**src/rtl/serial_adder_controller_pkg.sv**
```systemverilog
// rtl/serial_adder_controller_pkg.sv - shared state encodings and default width for the bit-serial adder
package serial_adder_controller_pkg;

  localparam int DEFAULT_WIDTH = 8;

  typedef enum logic [1:0] {
    ST_IDLE = 2'd0,
    ST_RUN  = 2'd1,
    ST_DONE = 2'd2
  } state_t;

endpackage

```
**src/rtl/full_adder_bit.sv**
```systemverilog
// rtl/full_adder_bit.sv - single-bit full adder slice built from two half adders and an OR
module full_adder_bit (
  input  logic a,
  input  logic b,
  input  logic cin,
  output logic s,
  output logic cout
);

  logic s0;
  logic c0;
  logic c1;

  half_adder u_ha0 (.a(a),  .b(b),   .s(s0), .c(c0));
  half_adder u_ha1 (.a(s0), .b(cin), .s(s),  .c(c1));

  // the two half-adder carries can never both be high, so OR equals majority
  assign cout = c0 | c1;

endmodule

module half_adder (
  input  logic a,
  input  logic b,
  output logic s,
  output logic c
);

  assign s = a ^ b;
  assign c = a & b;

endmodule

```
**src/rtl/serial_adder_controller.sv**
```systemverilog
// rtl/serial_adder_controller.sv - bit-serial WIDTH-bit adder, LSB first; SERIAL_ADDER_SUB_EN adds subtract mode
module serial_adder_controller
  import serial_adder_controller_pkg::*;
#(
  parameter int WIDTH = DEFAULT_WIDTH
) (
  input  logic             clk,
  input  logic             reset,
  input  logic             start,
  input  logic [WIDTH-1:0] a,
  input  logic [WIDTH-1:0] b,
  input  logic             cin,
`ifdef SERIAL_ADDER_SUB_EN
  input  logic             sub,
`endif
  output logic             busy,
  output logic             done,
  output logic [WIDTH-1:0] sum,
  output logic             cout
);

  localparam int CW = $clog2(WIDTH);
  localparam logic [CW-1:0] LAST = CW'(WIDTH - 1);

  state_t           state;
  logic [WIDTH-1:0] a_sh;
  logic [WIDTH-1:0] b_sh;
  logic [WIDTH-1:0] sum_sh;
  logic             carry;
  logic [CW-1:0]    cnt;

  logic [WIDTH-1:0] b_in;
  logic             cin_in;
  logic             s_bit;
  logic             c_bit;

`ifdef SERIAL_ADDER_SUB_EN
  // subtraction is a + ~b + 1; the forced carry replaces cin entirely
  assign b_in   = sub ? ~b : b;
  assign cin_in = sub | cin;
`else
  assign b_in   = b;
  assign cin_in = cin;
`endif

  full_adder_bit u_slice (
    .a    (a_sh[0]),
    .b    (b_sh[0]),
    .cin  (carry),
    .s    (s_bit),
    .cout (c_bit)
  );

  // FSM, operand shifters, carry flop and counter; sum/cout only load on the final RUN edge
  always_ff @(posedge clk) begin
    if (reset) begin
      state  <= ST_IDLE;
      busy   <= 1'b0;
      done   <= 1'b0;
      sum    <= '0;
      cout   <= 1'b0;
      a_sh   <= '0;
      b_sh   <= '0;
      sum_sh <= '0;
      carry  <= 1'b0;
      cnt    <= '0;
    end else begin
      case (state)
        ST_IDLE: begin
          done <= 1'b0;
          if (start) begin
            a_sh   <= a;
            b_sh   <= b_in;
            carry  <= cin_in;
            sum_sh <= '0;
            cnt    <= '0;
            busy   <= 1'b1;
            state  <= ST_RUN;
          end
        end
        ST_RUN: begin
          a_sh   <= a_sh >> 1;
          b_sh   <= b_sh >> 1;
          sum_sh <= {s_bit, sum_sh[WIDTH-1:1]};
          carry  <= c_bit;
          cnt    <= cnt + 1'b1;
          if (cnt == LAST) begin
            sum   <= {s_bit, sum_sh[WIDTH-1:1]};
            cout  <= c_bit;
            busy  <= 1'b0;
            done  <= 1'b1;
            state <= ST_DONE;
          end
        end
        ST_DONE: begin
          done  <= 1'b0;
          state <= ST_IDLE;
        end
        default: begin
          busy  <= 1'b0;
          done  <= 1'b0;
          state <= ST_IDLE;
        end
      endcase
    end
  end

endmodule

```
**config.mk**
```make
export PLATFORM = sky130hd
export DESIGN_NAME = serial_adder_controller
export DESIGN_NICKNAME = d
export VERILOG_FILES = /design/src/rtl/serial_adder_controller_pkg.sv /design/src/rtl/full_adder_bit.sv /design/src/rtl/serial_adder_controller.sv
export SDC_FILE = /design/constraint.sdc
export NUM_CORES = 1
export LEC_CHECK = 0
export ABC_CLOCK_PERIOD_IN_PS = 3200
export CAP_MARGIN = 20
export CORE_UTILIZATION = 45
export CTS_CLUSTER_SIZE = 8
export DETAILED_ROUTE_END_ITERATION = 10
export DONT_BUFFER_PORTS = 1
export PLACE_DENSITY_LB_ADDON = 0.3
export SLEW_MARGIN = 5
export SYNTH_ARGS = -nofsm -noshare
export SYNTH_HDL_FRONTEND = slang
export SYNTH_SLANG_ARGS = --single-unit
```
**constraint.sdc**
```tcl
create_clock -name clk -period 3.2 [get_ports clk]
set_input_delay 0.32 -clock clk [delete_from_list [all_inputs] [get_ports clk]]
set_output_delay 0.32 -clock clk [all_outputs]
set_load 0.05 [all_outputs]
```
==> summary.txt, run 1 <==
Logic synthesis
  • Synth Cell Area: 1580 um2
  • Syn Nets: 189
  • Gate count after technology mapping: 166
  • Share of the yosys chip area belonging to registers: 50.6%
  • Yosys warns: 0
  • Synth Area per Inst: 9.53 um2
  • FF+latch count, synth: 40
  • Post-synth cell types: 23

Cells and area
  • Non-filler instance count after layout: 211
  • Final net count: 187
  • Layout filler cell count: 335
  • Area added between synthesis and finish: 6.48%
  • Sequential cell area: 801 um2
  • Most frequent cells in the layout: dfxtp_1, nor2_1, nand2_1
  • Share of cells above drive strength 1: 6.06%
  • Final core utilization: 50.1%
  • N_diodes: 0
  • Commonest non-fill, non-tap cell in the layout: dfxtp_1
  • Area of the multi-input gates: 701 um2

Hold path
  • Worst Hold Depth: 1
  • Min-delay src: reset
  • Hold WC Path Type: input pin to flip-flop
  • Worst hold path endpoint: sum[0]$_SDFFE_PP0P_

Clock network
  • Root Buffer: clkbuf_4
  • Clock Tree Buf Depth: 2
  • H-tree depth: 2
  • Clk sink count: 40
  • TritonCTS clock tree: done
  • Num CTS Buffers: 5
  • # resized after CTS: 0
  • Clk Latency, worst-skew pair: 0.35 ns
  • Clk slew on worst S/H paths: 0.12 ns

Die
  • Initial Util: 47.1%
  • Rows: 21
  • Die Wd: 61.3 um
  • CORE AREA: 3360 um2
  • Top Ports: 31
  • Die area: 3760 um2
  • Die H: 61.3 um

STA
  • Final-report hold violation count: 0
  • Setup ws final: 1.43 ns
  • Final setup fails: 0
  • Setup total negative slack: 0 ns
  • Worst Tran Pin Value: 0.789 ns
  • Max-slew headroom: 47.3%
  • Skew final: 0.0105 ns
  • Maximum clock frequency: 0.566 GHz
  • Fin crit share: 55.2%
  • RSZ-0062 raised after global routing: false
  • Final Max Slew Viols: 0
  • Crit path time final: 1.77 ns

Placement
  • Placer Congestion: 0.709
  • Hpwl dp: 1.83 mm
  • Placed cells: 201
  • PortBufs: 0
  • Pre-CTS setup slack: 1.46 ns

Detailed routing
  • Via/cell ratio: 5.39
  • Routed vias: 1137
  • Pre-antenna DRT Iters: 4
  • DRC: 0
  • DR WL/cell: 14.1 um
  • DRT Wirelength: 2.97 mm
  • DR iter-0 viols: 49
  • Post-route ant nets: 0

Critical path
  • Critical path's slowest cell: nor2b_1
  • CP cell instances: buf_4 -> nor2b_1 -> nor2_1 -> a211oi_1
  • Worst R2R Path Depth: 4
  • CP max stage delay: 0.62 ns
  • Reg-to-reg endpoint: cnt[0]$_SDFFE_PP0P_
  • R2r setup slk: 1.43 ns
  • Setup crit start kind: flip-flop
  • Critical Path RT: 3.47 ns
  • Critical path peak fanout: 19
  • Crit path kind: flip-flop to flip-flop
  • Crit end category: flip-flop
  • Reg2reg start: state[0]$_SDFFE_PP0P_
  • Worst Path Arrival: 2.04 ns

GRT
  • Vias in the first global route: 986
  • Busiest layer in global routing: met2
  • Gr ovfl total: 0
  • Met2 Usage GRT: 25.2%
  • First-pass GRT wire length: 4.43 mm
  • GRT Resource Usage Total: 16.6%
  • Largest net degree at the start of global routing: 41
  • GR Util met3: 6.72%
  • Met1 Use GR: 19.7%
  • Initial antenna violation count: 0

Power and ir drop
  • Comb pwr share: 7.9%
  • VDD IR max: 341 uV
  • Internal power: 0.763 mW
  • Switching portion of total power: 22.7%
  • Net Sw Power: 0.224 mW
  • Pwr dens: 586 nW/um2
  • Sequential power share: 54.6%
  • Lkg Pwr: 0.628 nW
  • Clock power frac: 37.5%

Run
  • Maxcap violations: 0

Run status
  • Status: finished, final reports clean
## power groups by stage
stage               combinational [mW]  clock [mW]  sequential, mW
floorplan                       0.0743           0           0.546
global placement                0.0688           0           0.549
detailed placement              0.0713           0           0.550
CTS                             0.0719       0.379           0.539
global route                    0.0877       0.400           0.542
finish                          0.0782       0.370           0.539
## layout make-up
cell class,count,share of cell area [%]
sequential,40,47.5
multi-input combinational,113,41.6
tap,46,3.41
timing repair buffer,3,1.63
inverter,1,0.223
clock inverter,1,1.78
clock buffer,7,3.86
## flip-flops by register name (all words and copies together), names as in the netlist
signal	flops
b_sh	8
cout	1
a_sh	8
cnt	3
sum	8
carry	1
state	2
busy	1
done	1
sum_sh	7
## cells by family (layout without fill, tap and decap cells)
| kind of cell | Yosys count | after routing | synth area share (%) |
|---|---|---|---|
| and+or+nand+nor | 53 | 53 | 13.6 |
| adders and majority gates | 3 | 3 | 2.85 |
| AOI/OAI and AO/OA | 41 | 41 | 17.7 |
| DFF | 40 | 40 | 50.6 |
| buffers and inverters | 13 | 12 | 5.14 |
| muxes | 16 | 16 | 10.1 |
## metrics by stage
step | hold WS [ns] | total power [mW] | cell area (um2)
2_1_floorplan | 0.432 | 0.621 | 1580
3_3_place_gp | 0.393 | 0.617 | 1570
3_5_place_dp | 0.393 | 0.621 | 1570
4_1_cts | 0.00433 | 0.989 | 1670
5_1_grt | 0.00192 | 1.03 | 1690
6_report | 0.0161 | 0.987 | 1690
## synthesized netlist by cell type
cell / count / area (um2)
a211oi_1: 16 / 120
a21oi_1: 10 / 50.1
a22oi_1: 11 / 82.6
and3b_1: 1 / 8.76
buf_12: 1 / 20.0
buf_2: 4 / 20.0
buf_4: 1 / 7.51
buf_6: 1 / 11.3
clkbuf_1: 5 / 18.8
dfxtp_1: 40 / 801
fa_1: 1 / 20.0
ha_1: 2 / 25.0
inv_1: 1 / 3.75
mux2i_1: 16 / 160
nand2_1: 18 / 67.6
nand3b_1: 1 / 7.51
nor2_1: 30 / 113
nor2b_1: 1 / 6.26
nor3_1: 1 / 5.00
nor3b_1: 1 / 7.51
o21ai_0: 2 / 10.0
o21ba_2: 1 / 10.0
o21bai_1: 1 / 7.51
## worst max-delay path by stage
stage	start	end	cells after the start
2_1_floorplan	cnt[0]$_SDFFE_PP0P_	cout$_SDFFE_PP0P_	6
3_5_place_dp	state[0]$_SDFFE_PP0P_	cnt[0]$_SDFFE_PP0P_	4
6_report	state[0]$_SDFFE_PP0P_	cnt[0]$_SDFFE_PP0P_	4
5_1_grt	state[0]$_SDFFE_PP0P_	sum_sh[7]$_SDFFE_PP0P_	4
3_3_place_gp	state[0]$_SDFFE_PP0P_	a_sh[0]$_SDFFE_PP0P_	4
4_1_cts	state[0]$_SDFFE_PP0P_	carry$_SDFFE_PP0P_	4
## metal layers
metal / vias to the layer above / share of wire, %
met1: 520 / 47
met2: 30 / 44
met3: 6 / 7.3
met5: - / 0
li1: 581 / -
met4: 0 / 1.7
## worst max-delay path: cells and delay by family, from the launching register on
| kind | cells | cell delay [ns] |
|---|---|---|
| and+or+nand+nor | 2 | 0.70 |
| DFF | 1 | 0.42 |
| buffers and inverters | 1 | 0.32 |
| AOI/OAI and AO/OA | 1 | 0.24 |
## repair_timing
| action | in CTS | in global routing |
|---|---|---|
| hold buffers | 0 | 2 |
| buffers inserted | 0 | 0 |
| endpoints found under the setup margin | 0 | 0 |
| endpoints found under the hold margin | 0 | 17 |
No activity file was read; power rests on OpenSTA's default activity.
==> inputs of run 2 (changes only) <==
--- a/config.mk
+++ b/config.mk
@@ -5,7 +5,7 @@
 export SDC_FILE = /design/constraint.sdc
 export NUM_CORES = 1
 export LEC_CHECK = 0
-export ABC_CLOCK_PERIOD_IN_PS = 3200
+export ABC_CLOCK_PERIOD_IN_PS = 1550
 export CAP_MARGIN = 20
 export CORE_UTILIZATION = 45
 export CTS_CLUSTER_SIZE = 8
==> constraint.sdc (replaced) <==
create_clock -name clk -period 1.55 [get_ports clk]
set_input_delay 0.155 -clock clk [delete_from_list [all_inputs] [get_ports clk]]
set_output_delay 0.155 -clock clk [all_outputs]
set_load 0.05 [all_outputs]
==> summary.txt, run 2 (synthesized netlist as in run 1, its figures left out) <==
Detailed routing
  • Via/cell ratio: 5.15 (was 5.39)
  • Pre-antenna DRT Iters: 4 (unchanged)
  • DRC: 0 (unchanged)
  • DR iter-0 viols: 41 (was 49)
  • DRT Wirelength: 2.71 mm (was 2.97 mm)
  • DR WL/cell: 12.3 um (was 14.1 um)
  • Post-route ant nets: 0 (unchanged)
  • Routed vias: 1132 (was 1137)

Placement
  • Placement Cell Area: 1640 um2 (was 1570 um2)
  • Hpwl dp: 1.83 mm (about the same)
  • PortBufs: 0 (unchanged)
  • Placer Congestion: 0.735 (was 0.709)
  • Placed cells: 209 (was 201)

STA
  • Max-slew headroom: 65.7% (was 47.3%)
  • Setup total negative slack: 0 ns (unchanged)
  • RSZ-0062 raised after global routing: false (unchanged)
  • Skew final: 0.0144 ns (was 0.0105 ns)
  • Final Max Slew Viols: 0 (unchanged)
  • Crit path time final: 1.41 ns (was 1.77 ns)
  • Fin crit share: 90.8% (was 55.2%)
  • Worst Tran Pin Value: 0.514 ns (was 0.789 ns)
  • Final setup fails: 0 (unchanged)
  • Maximum clock frequency: 0.710 GHz (was 0.566 GHz)
  • Final-report hold violation count: 0 (unchanged)

Clock network
  • Num CTS Buffers: 5 (unchanged)
  • Root Buffer: clkbuf_4 (unchanged)
  • Clk sink count: 40 (unchanged)
  • Clk Latency, worst-skew pair: 0.35 ns (about the same)
  • Clock Tree Buf Depth: 2 (unchanged)
  • Clk slew on worst S/H paths: 0.11 ns (was 0.12 ns)
  • Post-CTS Setup Repair Bufs: 0 (unchanged)
  • TritonCTS clock tree: done (unchanged)
  • H-tree depth: 2 (unchanged)

Cells and area
  • Largest regs: a_sh (8), b_sh (8), sum (8) (unchanged)
  • Non-filler instance count after layout: 220 (was 211)
  • Final Instance Area: 1760 um2 (was 1690 um2)
  • Sequential cell area: 801 um2 (unchanged)
  • Final core utilization: 52.4% (was 50.1%)
  • Area added between synthesis and finish: 11.4% (was 6.48%)
  • Layout filler cell count: 349 (was 335)
  • N_diodes: 0 (unchanged)
  • Commonest non-fill, non-tap cell in the layout: dfxtp_1 (unchanged)
  • Area of the multi-input gates: 704 um2 (was 701 um2)
  • Share of cells above drive strength 1: 10.9% (was 6.06%)
  • Final net count: 196 (was 187)
  • Most frequent cells in the layout: dfxtp_1, nor2_1, nand2_1 (unchanged)

Run
  • Maxcap violations: 0 (unchanged)

Power and ir drop
  • VDD IR max: 731 uV (was 341 uV)
  • Pwr dens: 1110 nW/um2 (was 586 nW/um2)
  • Sequential power share: 56.4% (was 54.6%)
  • Total Power: 1.96 mW (was 0.987 mW)
  • Switching portion of total power: 23.3% (was 22.7%)
  • Internal power: 1.50 mW (was 0.763 mW)
  • Net Sw Power: 0.457 mW (was 0.224 mW)
  • Comb pwr share: 9.7% (was 7.9%)
  • Clock power frac: 33.8% (was 37.5%)
  • Lkg Pwr: 0.679 nW (was 0.628 nW)

Critical path
  • Reg-to-reg endpoint: sum[3]$_SDFFE_PP0P_ (was cnt[0]$_SDFFE_PP0P_)
  • R2r setup slk: 0.14 ns (was 1.43 ns)
  • Critical Path RT: 1.83 ns (was 3.47 ns)
  • Crit end category: flip-flop (unchanged)
  • Critical path peak fanout: 10 (was 19)
  • Crit path kind: flip-flop to flip-flop (unchanged)
  • Setup crit start kind: flip-flop (unchanged)
  • Reg2reg start: cnt[0]$_SDFFE_PP0P_ (was state[0]$_SDFFE_PP0P_)
  • Worst R2R Path Depth: 5 (was 4)
  • Worst Path Arrival: 1.69 ns (was 2.04 ns)

Die
  • Die area: 3760 um2 (unchanged)
  • Die H: 61.3 um (unchanged)
  • Top Ports: 31 (unchanged)
  • Die Wd: 61.3 um (unchanged)
  • CORE AREA: 3360 um2 (unchanged)
  • Rows: 21 (unchanged)
  • Initial Util: 47.1% (unchanged)

Hold path
  • Hold WC Path Type: input pin to flip-flop (unchanged)
  • Min-delay src: start (was reset)
  • Worst hold path endpoint: state[0]$_SDFFE_PP0P_ (was sum[0]$_SDFFE_PP0P_)
  • Worst Hold Depth: 2 (was 1)

GRT
  • Gr ovfl total: 0 (unchanged)
  • First-pass GRT wire length: 4.49 mm (was 4.43 mm)
  • Busiest layer in global routing: met2 (unchanged)
  • GR Util met3: 5.67% (was 6.72%)
  • Initial antenna violation count: 0 (unchanged)
  • Met2 Usage GRT: 25.5% (was 25.2%)
  • Largest net degree at the start of global routing: 41 (unchanged)
  • Met1 Use GR: 20.5% (was 19.7%)
  • Vias in the first global route: 1033 (was 986)
  • GRT Resource Usage Total: 16.9% (was 16.6%)

Run status
  • Status: finished, final reports clean (unchanged)
## run 2: cell types whose count changed in the layout (fill, tap and decap cells not counted)
cell      before  now
o21bai_1       1    0
clkbuf_1       0    1
buf_12         0    2
clkbuf_8       2    0
clkinv_2       0    1
buf_4          1    8
o21bai_2       0    1
## run 2: worst max path at each step
stage	start	slack, ns	end
after global routing	cnt[0]$_SDFFE_PP0P_	0.004	cout$_SDFFE_PP0P_
after CTS	state[0]$_SDFFE_PP0P_	0.12	b_sh[7]$_SDFFE_PP0P_
after detailed placement	state[0]$_SDFFE_PP0P_	0.16	b_sh[7]$_SDFFE_PP0P_
after floorplan	cnt[0]$_SDFFE_PP0P_	0.26	cout$_SDFFE_PP0P_
after global placement	state[0]$_SDFFE_PP0P_	0.16	a_sh[7]$_SDFFE_PP0P_
final	cnt[0]$_SDFFE_PP0P_	0.14	sum[3]$_SDFFE_PP0P_
## run 2: repair_timing
item	CTS	global route
hold buffers	3	0
resized for setup	0	1
hold endpoints to repair	40	0
endpoints found under the setup margin	0	5
## run 2: final cells by class
type | instances | share of cell area [%]
inverters | 1 | 0.213
well taps | 46 | 3.26
clock buffers | 6 | 2.34
repair buffers | 12 | 6.81
multi-input cells | 113 | 40.0
clock inverters | 2 | 1.99
flip-flops and latches | 40 | 45.4
## run 2: through the flow
stage / hold slack, ns / worst slack (ns)
2_1_floorplan: 0.303 / 0.257
3_3_place_gp: 0.227 / 0.163
3_5_place_dp: 0.228 / 0.158
4_1_cts: 0.00193 / 0.122
5_1_grt: 0.0141 / 0.00406
6_report: 0.00335 / 0.142
## run 2: layer usage
layer | share of wire, % | vias up
met5 | 0 | -
met4 | 1.9 | 0
met3 | 7.4 | 6
met2 | 45 | 26
met1 | 45 | 501
li1 | - | 599
## run 2: critical path, cell delays in order (launching register included)
cell and delay, ns:
dfxtp_1 0.34, ha_1 0.20, ha_1 0.22, nand3b_1 0.33
nand2_1 0.10, a21oi_1 0.15
## run 2: power groups by stage
stage | Combinational, mW | Sequential, mW | Clock (mW)
2_1_floorplan | 0.153 | 1.13 | 0
3_3_place_gp | 0.163 | 1.13 | 0
3_5_place_dp | 0.167 | 1.13 | 0
4_1_cts | 0.192 | 1.11 | 0.686
5_1_grt | 0.212 | 1.11 | 0.731
6_report | 0.191 | 1.11 | 0.662
